### config.mk
export PLATFORM = sky130hd
export DESIGN_NAME = vga_pattern_sched
export DESIGN_NICKNAME = d
export VERILOG_FILES = /design/src/rtl/vga_pattern_sched.sv
export SDC_FILE = /design/constraint.sdc
export NUM_CORES = 1
export LEC_CHECK = 0
export ABC_AREA = 1
export CAP_MARGIN = 10
export CORE_MARGIN = 2
export CORE_UTILIZATION = 51
export CTS_BUF_LIST = sky130_fd_sc_hd__clkbuf_16
export CTS_CLUSTER_SIZE = 14
export DETAILED_ROUTE_END_ITERATION = 8
export HOLD_SLACK_MARGIN = 0.06
export PLACE_DENSITY = 0.88
export SLEW_MARGIN = 15
export SYNTH_ARGS = -nofsm -noshare
export SYNTH_HDL_FRONTEND = slang
export SYNTH_SLANG_ARGS = --single-unit
### constraint.sdc
create_clock -name vga_clk -period 1.5 [get_ports vga_clk]
set_input_delay 0.15 -clock vga_clk [delete_from_list [all_inputs] [get_ports vga_clk]]
set_output_delay 0.15 -clock vga_clk [all_outputs]
set_load 0.01 [all_outputs]
### src/rtl/vga_pattern_sched.sv
// Frame-synchronous test-pattern scheduler: picks pat_sel for vga_pic and only
// changes it on a vsync frame boundary (auto-rotate, manual next, or cfg write).
module vga_pattern_sched #(
  parameter int   NUM_PAT     = 8,
  parameter int   PAT_W       = 3,
  parameter int   HOLD_FRAMES = 60,
  parameter int   CNT_W       = 8,
  parameter logic VS_POL      = 1'b0
) (
  input  logic             vga_clk,
  input  logic             sys_rst,
  input  logic             vsync,
  input  logic             en,
  input  logic             pause,
  input  logic             next_req,
  input  logic             cfg_req,
  input  logic [PAT_W-1:0] cfg_pat,
  output logic             cfg_ack,
  output logic [PAT_W-1:0] pat_sel,
  output logic             frame_start,
  output logic [CNT_W-1:0] frame_cnt
);

  localparam int HOLD_W = (HOLD_FRAMES > 1) ? $clog2(HOLD_FRAMES) : 1;
  localparam logic [PAT_W-1:0]  PAT_MAX   = PAT_W'(NUM_PAT - 1);
  localparam logic [HOLD_W-1:0] HOLD_LAST = HOLD_W'(HOLD_FRAMES - 1);

  typedef enum logic [1:0] {
    ST_WAIT   = 2'd0,
    ST_RUN    = 2'd1,
    ST_PAUSED = 2'd2
  } state_t;

  state_t            state_r, state_nxt_s;
  logic              vs_d_r;
  logic              fs_s;
  logic [HOLD_W-1:0] hold_cnt_r, hold_cnt_nxt_s;
  logic              next_pend_r, next_pend_nxt_s;
  logic [PAT_W-1:0]  pat_nxt_s;
  logic              ack_nxt_s;
  logic              fstart_nxt_s;
  logic [CNT_W-1:0]  cnt_nxt_s;

  function automatic logic [PAT_W-1:0] pat_inc(input logic [PAT_W-1:0] p);
    if (p >= PAT_MAX) return {PAT_W{1'b0}};
    else              return p + PAT_W'(1);
  endfunction

  function automatic logic [PAT_W-1:0] pat_clamp(input logic [PAT_W-1:0] p);
    if (p > PAT_MAX) return PAT_MAX;
    else             return p;
  endfunction

  // Frame boundary: vsync enters its active level this cycle.
  assign fs_s = (vsync == VS_POL) && (vs_d_r != VS_POL);

  // State and datapath registers.
  always_ff @(posedge vga_clk or posedge sys_rst) begin
    if (sys_rst) begin
      state_r     <= ST_WAIT;
      vs_d_r      <= VS_POL;
      hold_cnt_r  <= {HOLD_W{1'b0}};
      next_pend_r <= 1'b0;
      pat_sel     <= {PAT_W{1'b0}};
      cfg_ack     <= 1'b0;
      frame_start <= 1'b0;
      frame_cnt   <= {CNT_W{1'b0}};
    end else begin
      state_r     <= state_nxt_s;
      vs_d_r      <= vsync;
      hold_cnt_r  <= hold_cnt_nxt_s;
      next_pend_r <= next_pend_nxt_s;
      pat_sel     <= pat_nxt_s;
      cfg_ack     <= ack_nxt_s;
      frame_start <= fstart_nxt_s;
      frame_cnt   <= cnt_nxt_s;
    end
  end

  // Next-state logic: mode only moves on an enabled frame boundary.
  always_comb begin
    state_nxt_s = state_r;
    if (!en) begin
      state_nxt_s = ST_WAIT;
    end else if (fs_s) begin
      case (state_r)
        ST_WAIT:   state_nxt_s = ST_RUN;
        ST_RUN:    state_nxt_s = pause ? ST_PAUSED : ST_RUN;
        ST_PAUSED: state_nxt_s = pause ? ST_PAUSED : ST_RUN;
        default:   state_nxt_s = ST_WAIT;
      endcase
    end else begin
      state_nxt_s = state_r;
    end
  end

  // Output/datapath logic; the action at a boundary uses the pre-transition state.
  always_comb begin
    pat_nxt_s       = pat_sel;
    ack_nxt_s       = 1'b0;
    fstart_nxt_s    = 1'b0;
    cnt_nxt_s       = frame_cnt;
    hold_cnt_nxt_s  = hold_cnt_r;
    next_pend_nxt_s = next_pend_r;
    if (!en) begin
      hold_cnt_nxt_s  = {HOLD_W{1'b0}};
      next_pend_nxt_s = 1'b0;
    end else if (!fs_s) begin
      next_pend_nxt_s = next_pend_r | next_req;
    end else begin
      fstart_nxt_s    = 1'b1;
      cnt_nxt_s       = frame_cnt + CNT_W'(1);
      next_pend_nxt_s = 1'b0;
      if (cfg_req) begin
        pat_nxt_s      = pat_clamp(cfg_pat);
        ack_nxt_s      = 1'b1;
        hold_cnt_nxt_s = {HOLD_W{1'b0}};
      end else if (state_r == ST_WAIT) begin
        hold_cnt_nxt_s = {HOLD_W{1'b0}};
      end else if (next_pend_r || next_req) begin
        pat_nxt_s      = pat_inc(pat_sel);
        hold_cnt_nxt_s = {HOLD_W{1'b0}};
      end else if (state_r == ST_RUN) begin
        if (hold_cnt_r == HOLD_LAST) begin
          pat_nxt_s      = pat_inc(pat_sel);
          hold_cnt_nxt_s = {HOLD_W{1'b0}};
        end else begin
          hold_cnt_nxt_s = hold_cnt_r + HOLD_W'(1);
        end
      end else begin
        hold_cnt_nxt_s = hold_cnt_r;
      end
    end
  end

endmodule

==> metrics.md <==
| Metric | Value |
|---|---|
| Final design utilization | `74.1%` |
| Number of design rule violations left after detail routing | `0` |
| Overall track demand over capacity in global routing | `24.8%` |
| Cts-stage hold buffer count | `0` |
| Cells along the critical path | `clkdlybuf4s50_1` |
| Status | `finished, final reports clean` |
| Post-synthesis average cell area | `~8.3 µm²` |
| Via count of the first global-routing pass | `1150` |
| Num rows | `17` |
| Yosys reg bits | `23` |
| Highest metal layer with signal wires | `met4` |
| Post-route met1 wirelength | `1150 µm` |
| Instance area after placement | `around 0.0015 mm²` |
| Diode count | `0` |
| Lkg Pwr | `about 0.00085 µW` |
| Cells after synthesis | `148` |
| Worst-Skew Late Latency | `about 0.26 ns` |
| Met2 wire length | `1580 µm` |
| Post-synthesis cell type count | `19` |
| CP delay by family, top | `buffers and inverters` |
| Worst Setup SP | `frame_cnt[6]$_DFFE_PP0P_` |
| Fraction of the mapped netlist area in adder cells | `7.16%` |
| First-pass GRT wire length | `4960 µm` |
| Max incr delay on CP | `a little under 0.6 ns` |
| Die outline area | `around 0.0028 mm²` |
| Worst-margin pin slew | `0.319 ns` |
| Number of DRC markers after the initial detailed-route iteration | `17` |
| Routed wire length | `3020 µm` |
| Depth of the CTS H-tree | `1` |
| First-pass DRT Iterations | `4` |
| Antenna violations before repair | `0` |
| Layout cells sized above 1 | `12.5%` |
| Io pins | `23` |
| Routed via count | `between 1000 and 1500` |
| Root Buffer | `sky130_fd_sc_hd__clkbuf_16` |
| Critical Path Start Type | `flip-flop` |
| Number of buffers created by CTS | `3` |
| XOR/XNOR Fraction of Synth Area | `4.29%` |
| Vertical die dimension | `~53 µm` |
| Core region area | `0.00223 mm²` |
| Combinational family with the most area after synthesis | `simple AND/OR/NAND/NOR gates` |
| Number of clock sinks | `23` |
| Critical Path Sink Type | `output port` |
| Portion of netlist area occupied by mux cells | `0%` |
| TritonCTS clock tree | `yes` |
| Proportion of power drawn by the clock network | `30.5%` |
| Compound-gate portion of the synthesized area | `4.81%` |
| Arrival time of the worst setup path | `1.27 ns` |
| Vias per cell | `5.33` |
| Final worst hold slack | `0.231 ns` |
| Worst VDD drop | `roughly 1100 µV` |
| Number of nets produced by synthesis | `between 150 and 200` |
| Normalized max-slew margin | `78.7%` |
| Routed length per instance | `14.2 µm` |
| Hold/Removal Path Class | `primary input to asynchronous set/reset pin` |
| Area growth syn-to-layout | `35.3%` |
| Worst r2r path cells | `9` |
| Standard cell with the maximum stage delay on the critical path | `sky130_fd_sc_hd__clkdlybuf4s50_1` |
| Switching part of the total power | `29.7%` |
| Reg clk slew, reported paths | `0.06 ns` |
| Total design power | `1910 µW` |
| Part of the total power dissipated in combinational logic | `26.3%` |
| Remaining number of nets flagged by the antenna check after routing | `0` |
| Final Max Slew Viols | `0` |
| Category of the most critical setup path | `flip-flop to output port` |
| RD Place Congestion | `between 0.8 and 0.9` |
| Part of the total power dissipated in sequential elements | `43.2%` |
| Overall die width | `53.0 µm` |
| Internal cell power | `around 1300 µW` |
| Number of failing setup endpoints in the final timing report | `0` |
| Routed wl met3 | `151 µm` |
| Yosys synthesis warning count | `0` |
| Part of the Yosys area used for sequential elements | `47.0%` |
| Area of all placed cells without fillers | `around 0.0017 mm²` |
| Post-layout nets | `between 200 and 250` |
| Pwr dens | `1160 mW/mm²` |
| Detailed placement HPWL | `2160 µm` |
| Worst-path fanout max | `5` |
| Beginning of the worst register-to-register path | `state_r[0]$_DFFE_PP0P_` |
| Count of buffers from port buffering | `22` |
| Number of hold violations in the final report | `0` |
| Bufs on Longest Clock Path | `2` |
| Bufs and invs on worst path | `1` |
| Pin count of the biggest net entering global routing | `24` |
| Reg2reg setup slack | `0.09 ns` |
| Data required time at the worst endpoint | `1.35 ns` |
| Power dissipated by switching net loads | `approximately 570 µW` |
| Fraction of the mapped netlist area in simple logic gates | `slightly below 30%` |
| Overall overflow remaining after global route | `0` |
| Clock Skew | `0.00131 ns` |
| Area of the mapped netlist | `0.00122 mm²` |
| Tmin final | `roughly 1.4 ns` |
| Max capacitance violation total | `0` |
| Worst reg2reg path endpoint | `hold_cnt_r[3]$_DFFE_PP0P_` |
| Max Clock Freq | `0.706 GHz` |
| Final cycle utilization of the critical path | `between 90 and 100%` |
| Filler cell count | `162` |
| Initial standard-cell utilization of the core | `between 50% and 60%` |
[flip-flops by register name, summed over array words and instances (netlist names)]
name	cells
frame_cnt	8
hold_cnt_r	6
pat_sel	3
state_r	2
cfg_ack	1
frame_start	1
next_pend_r	1
vs_d_r	1
[final cells by class]
class,count,area [µm²],share of cell area [%]
clock buffer,3,75.1,4.54
multi-input combinational,102,583,35.2
inverter,23,86.3,5.22
timing repair buffer,32,295,17.8
tap,28,35.0,2.12
sequential,23,576,34.8
clock inverter,1,5.00,0.302
[kinds of logic after synthesis]
| group | count (synthesis) |
|---|---|
| XOR/XNOR | 6 |
| adder cells (fa/ha/maj) | 7 |
| AO/OA/AOI/OAI | 10 |
| AND/OR/NAND/NOR | 79 |
| flip-flops | 23 |
| buffers and inverters | 23 |
[worst max-delay path by stage]
| stage | end | cells past startpoint |
|---|---|---|
| 2_1_floorplan | pat_sel[2]$_DFFE_PP0P_ | 6 |
| 3_3_place_gp | frame_cnt[7]$_DFFE_PP0P_ | 6 |
| 3_5_place_dp | pat_sel[0]$_DFFE_PP0P_ | 6 |
| 4_1_cts | hold_cnt_r[0]$_DFFE_PP0P_ | 9 |
| 5_1_grt | hold_cnt_r[1]$_DFFE_PP0P_ | 8 |
| 6_report | frame_cnt[6] | 1 |
[metrics by stage]
step                      TNS [ns]  setup WS [ns]  std cells
final                            0         0.0833        212
after global routing       -0.0600        -0.0239        212
after CTS                        0       0.000990        209
after detailed placement    -0.278        -0.0785        205
after global placement           0         0.0303        205
after floorplan                  0          0.205        148
[power groups by stage]
stage                     Clock, µW  Combinational (µW)  Sequential (µW)
after global placement            0                 474              824
after global routing            613                 558              840
after floorplan                   0                 197              849
final                           583                 504              826
after CTS                       588                 501              823
after detailed placement          0                 496              832
[worst register-to-register path: cells and delay by family, from the launching register on]
family	cells	cell delay (ns)
AO/OA/AOI/OAI	1	0.08
buffers and inverters	2	0.16
AND/OR/NAND/NOR	5	0.53
adder cells (fa/ha/maj)	1	0.18
flip-flops	1	0.39
[per-layer routing]
layer / vias up / GRT usage, %
met5: - / 0
met4: 0 / 12.4
met3: 15 / 5.08
met2: 44 / 46.0
met1: 535 / 26.1
li1: 537 / -
[synth_stat cells]
| master | n | area share, % |
|---|---|---|
| sky130_fd_sc_hd__o21ai_1 | 3 | 1.2 |
| sky130_fd_sc_hd__o21ai_0 | 3 | 1.2 |
| sky130_fd_sc_hd__a21oi_1 | 1 | 0.41 |
| sky130_fd_sc_hd__nor2_1 | 15 | 4.6 |
| sky130_fd_sc_hd__nand3_1 | 14 | 5.7 |
| sky130_fd_sc_hd__o31ai_1 | 1 | 0.61 |
| sky130_fd_sc_hd__nand2_2 | 1 | 0.51 |
| sky130_fd_sc_hd__nor3b_4 | 1 | 1.5 |
| sky130_fd_sc_hd__inv_1 | 23 | 7.1 |
| sky130_fd_sc_hd__dfrtp_1 | 23 | 47 |
| sky130_fd_sc_hd__o21bai_1 | 1 | 0.61 |
| sky130_fd_sc_hd__o32ai_1 | 1 | 0.72 |
| sky130_fd_sc_hd__xor2_1 | 2 | 1.4 |
| sky130_fd_sc_hd__xnor2_1 | 4 | 2.9 |
| sky130_fd_sc_hd__nand3_4 | 1 | 1.4 |
| sky130_fd_sc_hd__nand2_1 | 42 | 13 |
| sky130_fd_sc_hd__nand4_1 | 4 | 2.0 |
| sky130_fd_sc_hd__ha_1 | 7 | 7.2 |
| sky130_fd_sc_hd__nor2_4 | 1 | 0.92 |
[layout by cell type (no fill, tap or decap), types with 2 or more instances in the layout]
| cell type | n |
|---|---|
| sky130_fd_sc_hd__o21ai_1 | 3 |
| sky130_fd_sc_hd__dfrtp_1 | 23 |
| sky130_fd_sc_hd__buf_4 | 10 |
| sky130_fd_sc_hd__nand2_1 | 41 |
| sky130_fd_sc_hd__nand4_1 | 4 |
| sky130_fd_sc_hd__nand2_2 | 2 |
| sky130_fd_sc_hd__o21ai_0 | 3 |
| sky130_fd_sc_hd__nand3_1 | 14 |
| sky130_fd_sc_hd__ha_1 | 6 |
| sky130_fd_sc_hd__nor2_1 | 14 |
| sky130_fd_sc_hd__xor2_1 | 2 |
| sky130_fd_sc_hd__clkbuf_16 | 3 |
| sky130_fd_sc_hd__inv_1 | 22 |
| sky130_fd_sc_hd__clkdlybuf4s50_1 | 22 |
| sky130_fd_sc_hd__xnor2_1 | 4 |
[what timing repair did]
item / CTS / global route
setup endpoints to repair: 0 / 9
resized for setup: 0 / 6
setup buffers: 0 / 3
Power figures use the tool's default switching activity.
